--- src/rtl/if_stage.sv ---
// Instruction-fetch stage: owns the PC, fetches over req/gnt/rvalid, buffers words and drives IF/ID.
// Optional macro IF_FETCH_BYPASS_EN lets a returning word skip an empty buffer straight into IF/ID.
module if_stage #(
    parameter logic [31:0] RESET_PC   = 32'h0000_0000,
    parameter int unsigned FIFO_DEPTH = 2,
    parameter logic [31:0] NOP_INST   = 32'h0000_0013
) (
    input  logic        clk,
    input  logic        rst,
    input  logic        stall_i,
    input  logic        branch_flag_i,
    input  logic [31:0] branch_target_i,
    output logic        imem_req_o,
    output logic [31:0] imem_addr_o,
    input  logic        imem_gnt_i,
    input  logic        imem_rvalid_i,
    input  logic [31:0] imem_rdata_i,
    output logic        valid_o,
    output logic [31:0] pc_o,
    output logic [31:0] inst_o,
    output logic        pc_invalid_o
);
    localparam int unsigned PTR_W = (FIFO_DEPTH > 1) ? $clog2(FIFO_DEPTH) : 1;
    localparam int unsigned CNT_W = $clog2(FIFO_DEPTH + 1);
    localparam logic [PTR_W-1:0] LAST_PTR  = PTR_W'(FIFO_DEPTH - 1);
    localparam logic [CNT_W:0]   DEPTH_CAP = (CNT_W + 1)'(FIFO_DEPTH);

    logic [31:0]      fetchPc_q, fetchPc_d, respPc_q, respPc_d;
    logic [CNT_W-1:0] outstanding_q, outstanding_d, drop_q, drop_d;
    logic [CNT_W-1:0] fifoCount_q, fifoCount_d;
    logic             halted_q, halted_d, haltPending_q, haltPending_d;
    logic [PTR_W-1:0] rdPtr_q, rdPtr_d, wrPtr_q, wrPtr_d;
    logic [31:0]      fifoPc_q   [FIFO_DEPTH];
    logic [31:0]      fifoInst_q [FIFO_DEPTH];
    logic             fifoInv_q  [FIFO_DEPTH];
    logic             ifValid_q, ifValid_d, ifInv_q, ifInv_d;
    logic [31:0]      ifPc_q, ifPc_d, ifInst_q, ifInst_d;
    logic             handshake, dropWord, rspWord, haltPush, bypass, push, pop;
    logic [31:0]      pushInst;

    // The cap counts in-flight requests as well as buffered words, so the buffer can never overflow.
    assign imem_req_o  = rst && !halted_q && !branch_flag_i &&
                         (({1'b0, outstanding_q} + {1'b0, fifoCount_q}) < DEPTH_CAP);
    assign imem_addr_o = {fetchPc_q[31:2], 2'b00};

    assign handshake = imem_req_o && imem_gnt_i;
    assign dropWord  = imem_rvalid_i && (drop_q != '0);
    assign rspWord   = imem_rvalid_i && (drop_q == '0) && !branch_flag_i;
    assign haltPush  = haltPending_q && (drop_q == '0) && !branch_flag_i;

`ifdef IF_FETCH_BYPASS_EN
    assign bypass = rspWord && !stall_i && (fifoCount_q == '0);
`else
    assign bypass = 1'b0;
`endif

    assign push     = haltPush || (rspWord && !bypass);
    assign pop      = !branch_flag_i && !stall_i && (fifoCount_q != '0);
    assign pushInst = haltPush ? NOP_INST : imem_rdata_i;

    always_comb begin
        fetchPc_d     = fetchPc_q;
        respPc_d      = respPc_q;
        drop_d        = drop_q;
        halted_d      = halted_q;
        haltPending_d = haltPending_q;
        outstanding_d = outstanding_q + CNT_W'(handshake) - CNT_W'(imem_rvalid_i);
        if (branch_flag_i) begin
            fetchPc_d     = branch_target_i;
            respPc_d      = branch_target_i;
            drop_d        = outstanding_q - CNT_W'(imem_rvalid_i);
            halted_d      = (branch_target_i[1:0] != 2'b00);
            haltPending_d = (branch_target_i[1:0] != 2'b00);
        end else begin
            if (handshake) fetchPc_d = fetchPc_q + 32'd4;
            if (dropWord)  drop_d = drop_q - CNT_W'(1);
            if (rspWord)   respPc_d = respPc_q + 32'd4;
            if (haltPush)  haltPending_d = 1'b0;
        end
    end

    always_comb begin
        rdPtr_d     = rdPtr_q;
        wrPtr_d     = wrPtr_q;
        fifoCount_d = fifoCount_q;
        if (branch_flag_i) begin
            rdPtr_d     = '0;
            wrPtr_d     = '0;
            fifoCount_d = '0;
        end else begin
            if (push) wrPtr_d = (wrPtr_q == LAST_PTR) ? '0 : wrPtr_q + PTR_W'(1);
            if (pop)  rdPtr_d = (rdPtr_q == LAST_PTR) ? '0 : rdPtr_q + PTR_W'(1);
            fifoCount_d = fifoCount_q + CNT_W'(push) - CNT_W'(pop);
        end
    end

    // A redirect always bubbles IF/ID, even when ctrl is stalling.
    always_comb begin
        ifValid_d = ifValid_q;
        ifPc_d    = ifPc_q;
        ifInst_d  = ifInst_q;
        ifInv_d   = ifInv_q;
        if (branch_flag_i || (!stall_i && !pop && !bypass)) begin
            ifValid_d = 1'b0;
            ifInst_d  = NOP_INST;
            ifInv_d   = 1'b0;
        end else if (pop) begin
            ifValid_d = 1'b1;
            ifPc_d    = fifoPc_q[rdPtr_q];
            ifInst_d  = fifoInst_q[rdPtr_q];
            ifInv_d   = fifoInv_q[rdPtr_q];
        end else if (bypass) begin
            ifValid_d = 1'b1;
            ifPc_d    = respPc_q;
            ifInst_d  = imem_rdata_i;
            ifInv_d   = 1'b0;
        end
    end

    always_ff @(posedge clk) begin
        if (push) begin
            fifoPc_q[wrPtr_q]   <= respPc_q;
            fifoInst_q[wrPtr_q] <= pushInst;
            fifoInv_q[wrPtr_q]  <= haltPush;
        end
    end

    always_ff @(posedge clk or negedge rst) begin
        if (!rst) begin
            fetchPc_q     <= RESET_PC;
            respPc_q      <= RESET_PC;
            outstanding_q <= '0;
            drop_q        <= '0;
            fifoCount_q   <= '0;
            halted_q      <= 1'b0;
            haltPending_q <= 1'b0;
            rdPtr_q       <= '0;
            wrPtr_q       <= '0;
            ifValid_q     <= 1'b0;
            ifPc_q        <= 32'd0;
            ifInst_q      <= NOP_INST;
            ifInv_q       <= 1'b0;
        end else begin
            fetchPc_q     <= fetchPc_d;
            respPc_q      <= respPc_d;
            outstanding_q <= outstanding_d;
            drop_q        <= drop_d;
            fifoCount_q   <= fifoCount_d;
            halted_q      <= halted_d;
            haltPending_q <= haltPending_d;
            rdPtr_q       <= rdPtr_d;
            wrPtr_q       <= wrPtr_d;
            ifValid_q     <= ifValid_d;
            ifPc_q        <= ifPc_d;
            ifInst_q      <= ifInst_d;
            ifInv_q       <= ifInv_d;
        end
    end

    assign valid_o      = ifValid_q;
    assign pc_o         = ifPc_q;
    assign inst_o       = ifInst_q;
    assign pc_invalid_o = ifInv_q;
endmodule

--- config.mk ---
export PLATFORM = sky130hd
export DESIGN_NAME = if_stage
export DESIGN_NICKNAME = d
export VERILOG_FILES = /design/src/rtl/if_stage.sv
export SDC_FILE = /design/constraint.sdc
export NUM_CORES = 1
export LEC_CHECK = 0
export ABC_AREA = 1
export CAP_MARGIN = 0
export CORE_MARGIN = 8
export CORE_UTILIZATION = 55
export CTS_CLUSTER_DIAMETER = 100
export DETAILED_ROUTE_END_ITERATION = 7
export GPL_TIMING_DRIVEN = 0
export PLACE_DENSITY = 0.91
export REMOVE_ABC_BUFFERS = 1
export SETUP_SLACK_MARGIN = 0.02
export SYNTH_ARGS = -nofsm -noshare
export SYNTH_HDL_FRONTEND = slang
export SYNTH_SLANG_ARGS = --single-unit
--- constraint.sdc ---
create_clock -name clk -period 9.13 [get_ports clk]
set_input_delay 1.3695 -clock clk [delete_from_list [all_inputs] [get_ports clk]]
set_output_delay 1.3695 -clock clk [all_outputs]
set_load 0.005 [all_outputs]
==> run summary <==
Worst hold endpoint: fifoPc_q[0][0]$_DFFE_PP_
TritonCTS clock tree: built
Detailed placement HPWL: 20,500 um
Critical-path cell list: buf_2 > buf_12 > inv_4 > nand3_2 > inv_1 > clkdlybuf4s50_1
Slew @ Worst Pin: 1.13 ns
Starting Density: 55.7%
Crit path from: branch_flag_i
TritonCTS Sinks: 268
Final Hold Fails: 0
IO Port Bufs: 166
Post-DRT Antenna Nets: 0
Placement row count: 54
Min-Delay Path Class: flop to flop
Placed Cells: 1,673
Final Setup Violations: 0
Fin Clk Skew: 0.0135 ns
Worst R2R Path Depth: 8
Crit path time final: 4.43 ns
Pint: 2.67 mW
Sw Share: 30.5%
Slew Limit Headroom: 24.1%
Routed len/inst: 17.7 um
CP peak stage delay: 0.50 ns
Clk root buf: clkbuf_16
Post_cts resized: 0
Fin util: 68.6%
Period utilization: 48.5%
Hold_sp: respPc_q[0]$_DFFE_PN0P_
Avg Cell Area, Syn: 9.53 um^2
DR iter-0 viols: 772
Maximum vdd drop: 175 uV
Crit Path Class: input pin to output pin
Synth Instances: 1,267
Critical path startpoint category: input pin
Cell area after synthesis: 12,100 um^2
Worst Hold Depth: 0
Critical Path RT: 7.76 ns
Worst Path Arrival: 3.06 ns
Antenna Cells: 0
Vias post-DR: 9,484
Vias in the first global route: 9,472
Yosys reg bits: 268
R2R Path End: fifoInst_q[0][25]$_DFFE_PP_
Most frequent cells in the layout: 333 x nand2_1, 164 x clkdlybuf4s50_1, 158 x nor2_1
Critical Path Fanout Max: 44
Switch Pwr: 1.17 mW
Outcome: finished clean
Clock transition at the registers of the reported paths: 0.06 ns
All-Layer GR Usage: 22.5%
TritonRoute pass-1 iters: 5
LEAKAGE: 6.12 nW
Postcts setup bufs: 0
Die X: 164 um
Setup TNS: 0 ns
H-Tree Depth: 1
Total wire length: 30,500 um
GPL Wtd Cong: 0.876
Reg-to-reg startpoint: drop_q[0]$_DFFE_PN0P_
Initial antenna violation count: 0
Sequential share of power: 46.5%
Share of total power in combinational logic: 24.4%
Core area: 21,700 um^2
CTS hold repair buffers: 0
Pin count of the biggest net entering global routing: 90
Clock Latency Late Sink: 0.53 ns
PD cells: 258 nW/um^2
YS warnings: 0
Most common cell after layout, fill and taps aside: nand2_1
Setup slack, reg-to-reg: 6.14 ns
Proportion of layout cells with a drive suffix above 1: 5.96%
Maxcap violations: 0
Die area: 27,000 um^2
Ports: 169
TritonCTS buffer count: 27
Drt drc: 0
Area Growth Syn to Fin: 23.3%
Non-Filler Instances: 1,722
Via-per-instance ratio: 5.51
Nets@finish: 1,501
Seq/Total Area, Yosys: 61.0%
CP max-delay cell: clkdlybuf4s50_1
Worst setup EP type: output pin
Die Ht: 164 um
RSZ-0062 raised after global routing: false
Remaining global-route overflow: 0
Yosys cell types: 42
F_max: 226 MHz
Clk buf depth: 3
Final Max Slew Viols: 0
Filler Cells Inserted: 1,539
First-pass GRT wire length: 48,500 um
Clock Power Share: 29.1%
==> area by class of cell <==
cell class	instances	area (um^2)	area share, %
multi-input cells	827	4000	26.9
flip-flops and latches	268	7360	49.5
inverters	126	480	3.23
well taps	280	350	2.35
clock buffers	30	697	4.68
clock inverters	19	206	1.39
repair buffers	172	1790	12.0
==> power by group through the flow <==
stage / sequential (mW) / clock (mW) / combinational (mW)
final: 1.79 / 1.12 / 0.937
after global routing: 1.82 / 1.18 / 1.04
after detailed placement: 1.80 / 0 / 0.931
after CTS: 1.79 / 1.13 / 0.944
after floorplan: 1.76 / 0 / 0.469
after global placement: 1.79 / 0 / 0.889
==> registers in the layout, indices dropped and copies added (netlist names), 2 cells and up <==
name and count:
fetchPc_q 30, fifoInv_q 2, outstanding_q 2, respPc_q 32, fifoInst_q 64, fifoCount_q 2
pc_o 32, inst_o 32, fifoPc_q 64, drop_q 2
==> routing by layer <==
layer  part of all wire (%)  track usage [%]  up-vias
met3                    9.6             4.69       64
li1                       -                -     4491
met2                     47             37.1      468
met4                    1.8             5.08        0
met1                     41             30.1     4461
met5                      0                0        -
==> critical path: cells and delay by family <==
family                 cells  cell delay, ns
buffers and inverters      5            1.44
and+or+nand+nor            1            0.21
==> synth_stat cells, drive strengths merged <==
cell type,n,area share (%)
nor3,15,0.66
inv,124,3.9
fa,1,0.17
xor2,7,0.51
dfstp,3,0.65
or2,4,0.21
clkbuf,14,0.52
a31oi,36,1.9
nand2,338,11
nand4,4,0.21
a22oi,2,0.12
clkinv,2,0.062
edfxtp,130,32
mux2i,30,2.5
o21bai,4,0.25
dfrtp,135,28
nand3b,2,0.12
xnor2,5,0.36
o21a,2,0.12
ha,8,0.83
o211ai,14,0.87
nand3,85,3.6
a32oi,1,0.073
conb,1,0.031
nor2,172,5.8
and2,4,0.22
a21oi,36,1.5
o31ai,1,0.062
o21ai,54,2.2
buf,33,1.6
==> cell families after synthesis <==
logic type / synth area share [%]
AND/OR/NAND/NOR: 21.4
flip-flops: 61.0
buffers and inverters: 6.11
AO/OA/AOI/OAI: 7.10
multiplexers: 2.49
XOR/XNOR: 0.870
adder cells (fa/ha/maj): 0.995
other: 0.0311
==> worst max path at each step <==
stage,endpoint,slack [ns],cells after the start
CTS,imem_req_o,4.72,6
global placement,fifoInst_q[1][25]$_DFFE_PP_,-2.00,6
floorplan,fifoInst_q[1][0]$_DFFE_PP_,2.87,5
global route,imem_req_o,4.60,6
detailed placement,fifoInst_q[0][25]$_DFFE_PP_,4.45,9
finish,imem_req_o,4.70,6
==> per-stage QoR <==
| step | power, mW | hold WS [ns] | area, um^2 | worst slack (ns) |
|---|---|---|---|---|
| after floorplan | 2.23 | 0.442 | 11800 | 2.87 |
| after global placement | 2.68 | 0.451 | 13800 | -2.00 |
| final | 3.84 | 0.481 | 14900 | 4.70 |
| after CTS | 3.86 | 0.484 | 14900 | 4.72 |
| after global routing | 4.04 | 0.497 | 14900 | 4.60 |
| after detailed placement | 2.73 | 0.466 | 14000 | 4.45 |
Power figures use the tool's default switching activity.
